==> config.mk <==
export PLATFORM = sky130hd
export DESIGN_NAME = xprod_arbiter
export DESIGN_NICKNAME = d
export VERILOG_FILES = /design/src/rtl/geofence_pkg.sv /design/src/rtl/xprod_pipe.sv /design/src/rtl/xprod_arbiter.sv
export SDC_FILE = /design/constraint.sdc
export NUM_CORES = 1
export LEC_CHECK = 0
export CORE_ASPECT_RATIO = 0.6
export CORE_UTILIZATION = 51
export CTS_CLUSTER_SIZE = 20
export DETAILED_ROUTE_END_ITERATION = 16
export GPL_TIMING_DRIVEN = 0
export PLACE_DENSITY = 0.93
export SLEW_MARGIN = 20
export SYNTH_ARGS = -nofsm -noshare
export SYNTH_HDL_FRONTEND = slang
export SYNTH_SLANG_ARGS = --single-unit
==> constraint.sdc <==
create_clock -name clk -period 6.14 [get_ports clk]
set_input_delay 0.921 -clock clk [delete_from_list [all_inputs] [get_ports clk]]
set_output_delay 0.921 -clock clk [all_outputs]
set_load 0.05 [all_outputs]
==> src/rtl/geofence_pkg.sv <==
// Shared geofence datapath types: coordinates, differences and cross-product results.
package geofence_pkg;

   localparam int COORD_W   = 11;
   localparam int XPROD_LAT = 2;

   typedef logic signed [COORD_W-1:0]   coord_t;
   typedef logic signed [COORD_W:0]     diff_t;
   typedef logic signed [2*COORD_W+1:0] xprod_t;

endpackage

==> src/rtl/xprod_pipe.sv <==
// Pipelined signed (a-b)*(c-d) unit with a tag sideband; advances every cycle, no stalls.
module xprod_pipe #(
   parameter int W   = 11,
   parameter int LAT = 2,
   parameter int TW  = 2
) (
   input  logic                clk,
   input  logic                reset,
   input  logic                in_valid,
   input  logic [TW-1:0]       in_tag,
   input  logic [W-1:0]        in_a,
   input  logic [W-1:0]        in_b,
   input  logic [W-1:0]        in_c,
   input  logic [W-1:0]        in_d,
   output logic                out_valid,
   output logic [TW-1:0]       out_tag,
   output logic [2*W+1:0]      out_prod,
   output logic                busy
);

   localparam int PW = 2*W+2;

   logic signed [W:0]    da_d, da_q, dc_d, dc_q;
   logic [LAT-1:0]       vld_d, vld_q;
   logic [TW-1:0]        tag_d [LAT];
   logic [TW-1:0]        tag_q [LAT];
   logic signed [PW-1:0] prod_c;

   always_comb begin
      da_d = da_q;
      dc_d = dc_q;
      if (in_valid) begin
         da_d = {in_a[W-1], in_a} - {in_b[W-1], in_b};
         dc_d = {in_c[W-1], in_c} - {in_d[W-1], in_d};
      end
      vld_d    = '0;
      vld_d[0] = in_valid;
      tag_d[0] = in_tag;
      for (int s = 1; s < LAT; s++) begin
         vld_d[s] = vld_q[s-1];
         tag_d[s] = tag_q[s-1];
      end
   end

   // Full-width operands so the product of two (W+1)-bit values cannot overflow.
   assign prod_c = PW'(da_q) * PW'(dc_q);

   always_ff @(posedge clk or posedge reset) begin
      if (reset) begin
         da_q  <= '0;
         dc_q  <= '0;
         vld_q <= '0;
         for (int s = 0; s < LAT; s++) tag_q[s] <= '0;
      end else begin
         da_q  <= da_d;
         dc_q  <= dc_d;
         vld_q <= vld_d;
         tag_q <= tag_d;
      end
   end

   generate
      if (LAT == 1) begin : g_lat1
         logic signed [PW-1:0] hold_d, hold_q;

         always_comb begin
            hold_d = vld_q[0] ? prod_c : hold_q;
         end

         always_ff @(posedge clk or posedge reset) begin
            if (reset) hold_q <= '0;
            else       hold_q <= hold_d;
         end

         assign out_prod = vld_q[0] ? prod_c : hold_q;
      end else begin : g_latn
         // Product stages load only behind a valid, so the last stage keeps the last result.
         logic signed [PW-1:0] prod_d [1:LAT-1];
         logic signed [PW-1:0] prod_q [1:LAT-1];

         always_comb begin
            prod_d[1] = vld_q[0] ? prod_c : prod_q[1];
            for (int s = 2; s < LAT; s++) begin
               prod_d[s] = vld_q[s-1] ? prod_q[s-1] : prod_q[s];
            end
         end

         always_ff @(posedge clk or posedge reset) begin
            if (reset) begin
               for (int s = 1; s < LAT; s++) prod_q[s] <= '0;
            end else begin
               prod_q <= prod_d;
            end
         end

         assign out_prod = prod_q[LAT-1];
      end
   endgenerate

   assign out_valid = vld_q[LAT-1];
   assign out_tag   = tag_q[LAT-1];
   assign busy      = |vld_q;

endmodule

==> src/rtl/xprod_arbiter.sv <==
// Round-robin arbiter sharing one xprod_pipe among NREQ requesters; results return tagged, one-hot.
// Define XPROD_ARB_LOCK_EN to let a requester keep the grant for back-to-back operations.
module xprod_arbiter
   import geofence_pkg::*;
#(
   parameter int NREQ = 4,
   parameter int W    = COORD_W,
   parameter int LAT  = XPROD_LAT
) (
   input  logic                clk,
   input  logic                reset,
   input  logic [NREQ-1:0]     req_valid,
   output logic [NREQ-1:0]     req_ready,
   input  logic [NREQ-1:0]     req_lock,
   input  logic [NREQ*W-1:0]   req_a,
   input  logic [NREQ*W-1:0]   req_b,
   input  logic [NREQ*W-1:0]   req_c,
   input  logic [NREQ*W-1:0]   req_d,
   output logic [NREQ-1:0]     rsp_valid,
   output logic [2*W+1:0]      rsp_data,
   output logic                busy
);

   localparam int IW = (NREQ > 1) ? $clog2(NREQ) : 1;

   logic [IW-1:0] ptr_d, ptr_q;
   logic [IW-1:0] gnt_idx, idx;
   logic          found, hs;
   logic [W-1:0]  sel_a, sel_b, sel_c, sel_d;
   logic          pipe_vld;
   logic [IW-1:0] pipe_tag;

`ifdef XPROD_ARB_LOCK_EN
   logic          lock_vld_d, lock_vld_q;
   logic [IW-1:0] lock_own_d, lock_own_q;
`else
   logic          unused_lock;
   assign unused_lock = ^req_lock;
`endif

   always_comb begin
      found   = 1'b0;
      gnt_idx = ptr_q;
      idx     = '0;
      // Search starts one past the last grant, wrapping modulo NREQ.
      for (int i = 1; i <= NREQ; i++) begin
         idx = IW'((int'(ptr_q) + i) % NREQ);
         if (!found && req_valid[idx]) begin
            found   = 1'b1;
            gnt_idx = idx;
         end
      end
`ifdef XPROD_ARB_LOCK_EN
      if (lock_vld_q && req_valid[lock_own_q]) begin
         found   = 1'b1;
         gnt_idx = lock_own_q;
      end
`endif
      hs        = found && !reset;
      req_ready = '0;
      if (hs) req_ready[gnt_idx] = 1'b1;
      ptr_d = hs ? gnt_idx : ptr_q;

      sel_a = req_a[int'(gnt_idx)*W +: W];
      sel_b = req_b[int'(gnt_idx)*W +: W];
      sel_c = req_c[int'(gnt_idx)*W +: W];
      sel_d = req_d[int'(gnt_idx)*W +: W];
   end

`ifdef XPROD_ARB_LOCK_EN
   always_comb begin
      lock_vld_d = lock_vld_q;
      lock_own_d = lock_own_q;
      if (hs) begin
         lock_vld_d = req_lock[gnt_idx];
         lock_own_d = gnt_idx;
      end else if (!req_valid[lock_own_q]) begin
         lock_vld_d = 1'b0;
      end
   end

   always_ff @(posedge clk or posedge reset) begin
      if (reset) begin
         lock_vld_q <= 1'b0;
         lock_own_q <= '0;
      end else begin
         lock_vld_q <= lock_vld_d;
         lock_own_q <= lock_own_d;
      end
   end
`endif

   always_ff @(posedge clk or posedge reset) begin
      if (reset) ptr_q <= IW'(NREQ-1);
      else       ptr_q <= ptr_d;
   end

   xprod_pipe #(
      .W   (W),
      .LAT (LAT),
      .TW  (IW)
   ) u_pipe (
      .clk       (clk),
      .reset     (reset),
      .in_valid  (hs),
      .in_tag    (gnt_idx),
      .in_a      (sel_a),
      .in_b      (sel_b),
      .in_c      (sel_c),
      .in_d      (sel_d),
      .out_valid (pipe_vld),
      .out_tag   (pipe_tag),
      .out_prod  (rsp_data),
      .busy      (busy)
   );

   always_comb begin
      rsp_valid = '0;
      for (int i = 0; i < NREQ; i++) begin
         rsp_valid[i] = pipe_vld && (pipe_tag == IW'(i));
      end
   end

endmodule

==> results.md <==
* Outcome: complete, no violations
* Tcrit/Tclk final at 0.9613
* First-pass GRT wire length at 48.16 mm
* Clock Skew at 0.006543 ns
* Sink Count at 56
* Row cnt at 39
* Critical Path Sink Type: flop
* Max Cap Violations at 0
* Filler cells at 1,511
* Total global routing overflow at 0
* Startpoint types: flop
* F_max at 169.4 MHz
* Post-Route WL at 31.23 mm
* DP Worst Slack at 0.3639 ns
* TritonCTS buffer count at 5
* Synth-to-layout area growth at 26.31%
* DRC viols at 0
* Met1 Use GR at 0.4222
* Synth Cell Area at 9901 µm²
* IO Pins at 219
* Placer Congestion at 0.9768
* Crit path arrival time at 6.09 ns
* GRT Total Usage at 0.3110
* CORE AREA at 19,030 µm²
* Asr flop ratio synth at 1.000
* Worst hold margin at 0.3523 ns
* DR WL/cell at 18.29 µm
* Clk Latency, worst-skew pair at 0.31 ns
* Final worst path period need at 5.903 ns
* DP Wirelength at 26.02 mm
* Hold Crit Class: reg2reg
* DIE HEIGHT at 109.9 µm
* Vias in the first global route at 9,591
* CP Class: reg2reg
* Setup TNS at 0 ns
* Yosys cell types at 65
* DIE AREA at 19,990 µm²
* PortBufs at 214
* Post-DP Area at 12,350 µm²
* Area leader, netlist: fa_1
* Grt met3 use at 0.1136
* Vias per cell at 5.755
* CTS tree: built
* Fin. max-slew vios at 0
* Slew @ Worst Pin at 0.7320 ns
* NumNets Final at 1,859
* Synth top cells by count: nand2_1 (309), inv_1 (207), fa_1 (140)
* Finished Cell Area at 12,510 µm²
* Die Wd at 181.9 µm
* Number of enable flip-flop cells after synthesis at 0
* Bufs on Longest Clock Path at 2
* Syn_nets at 1,638
* Register area share after synthesis at 0.1418
* Post-CTS setup buffer count at 0
* Rel. slew slack at 0.5120
* Top-count cell post-synth: nand2_1
* CTS clk-pin slew, worst paths at 0.08 ns
* Seq. cell area at 1404 µm²
* H-Tree Level Count at 2
* # setup viols final at 0
* Clock Tree Root: clkbuf_16
* Syn Inst Count at 1,239
* Pre-antenna DRT Iters at 6
* Routed Antenna Nets at 0
* Worst Path Required at 6.32 ns
* Synth top area share at 0.2831
* Final hold vios at 0
* Vias at 9,824
* Largest net degree at the start of global routing at 58
* # diodes at 0
* Yosys warns at 0
* CP max FO at 10
* Share of layout cells above drive strength 1 at 0.03765
* Synth top area cells: fa_1 (28%), dfrtp_1 (14%), nand2_1 (12%)
* Global routing's busiest layer: met2
* Post-CTS sizing at 0
* Main synth FF type: dfrtp_1
* GR Util met2 at 0.4734
* PnR worst setup slack at 0.2375 ns
* Quantity of hold-fixing buffers added after cts at 0
* Starting Density at 0.5202
* RSZ-0062 raised after global routing: no
* Initial antenna violation count at 2
* Syn Area/Cell at 7.991 µm²
* Multi-input logic area at 7463 µm²
* #FFs+latches synth at 56
* Initial DRC count at 1,035
==> final cells by class <==
cell class              count  area share
plain buffers              61     0.01991
clock inverters             3    0.002201
well taps                 246     0.02461
multi-input cells         913      0.5968
repair buffers            214      0.1713
inverters                 209     0.06293
flip-flops and latches     56      0.1123
clock buffers               5     0.01001
==> kinds of logic after synthesis <==
group	count (synthesis)	synth area share
muxes	27	0.02995
and+or+nand+nor	480	0.2124
buffers and inverters	270	0.1044
DFF	56	0.1418
adders and majority gates	213	0.3753
AOI/OAI and AO/OA	171	0.1153
xor gates and xnor gates	22	0.02085
==> per-layer routing <==
layer / share of wire / vias up
met5: 0.00086 / -
li1: - / 4356
met3: 0.14 / 103
met4: 0.023 / 4
met2: 0.44 / 663
met1: 0.40 / 4698
==> layout by cell type (no fill, tap or decap), types with 24 or more instances in the layout <==
| master | count |
|---|---|
| inv_1 | 206 |
| clkbuf_1 | 43 |
| a21oi_1 | 24 |
| dfrtp_1 | 54 |
| ha_1 | 73 |
| and3_1 | 24 |
| fa_1 | 140 |
| o21ai_0 | 49 |
| nand3_1 | 29 |
| nor2_1 | 34 |
| clkdlybuf4s50_1 | 214 |
| and2_1 | 42 |
| a31oi_1 | 24 |
| nand2_1 | 309 |
==> critical path, cell delays in order (launching register included) <==
cell	delay, ns
dfrtp_1	0.52
clkbuf_1	0.53
nand2_1	0.19
fa_1	0.57
fa_1	0.45
fa_1	0.58
inv_1	0.06
fa_1	0.48
inv_1	0.05
fa_1	0.48
inv_1	0.05
ha_1	0.34
o211ai_2	0.09
a21oi_2	0.07
o41a_4	0.48
a311o_1	0.38
a21oi_1	0.21
o21ai_0	0.11
o311ai_0	0.12
==> stage by stage <==
stage	utilization	instances
floorplan	-	1239
global placement	0.6490	1699
detailed placement	0.6491	1699
CTS	0.6571	1707
global route	0.6571	1707
finish	0.6571	1707
==> sequential cells by signal (all words and copies together), names as in the netlist <==
name	flops
u_pipe.out_prod	24
u_pipe.da_q	12
u_pipe.dc_q	12
ptr_q	2
u_pipe.out_tag	2
u_pipe.tag_d	2
u_pipe.vld_q	2
==> worst paths after layout <==
| kind | from | to | slack (ns) | cells after the start |
|---|---|---|---|---|
| setup / recovery | u_pipe.dc_q[4] | u_pipe.out_prod[23] | 0.24 | 18 |
| hold reg to reg | u_pipe.tag_d[0] | u_pipe.out_tag[0] | 0.35 | 0 |
| max in group asynchronous | reset | u_pipe.dc_q[9] | 4.57 | 2 |
| hold / removal | u_pipe.tag_d[0] | u_pipe.out_tag[0] | 0.35 | 0 |
| setup reg to reg | u_pipe.dc_q[4] | u_pipe.out_prod[23] | 0.24 | 18 |
| min in group asynchronous | reset | u_pipe.out_prod[7] | 1.09 | 2 |
Power is not shown: default switching activity piles up to over one toggle a cycle in this logic, so the estimate is an artifact.
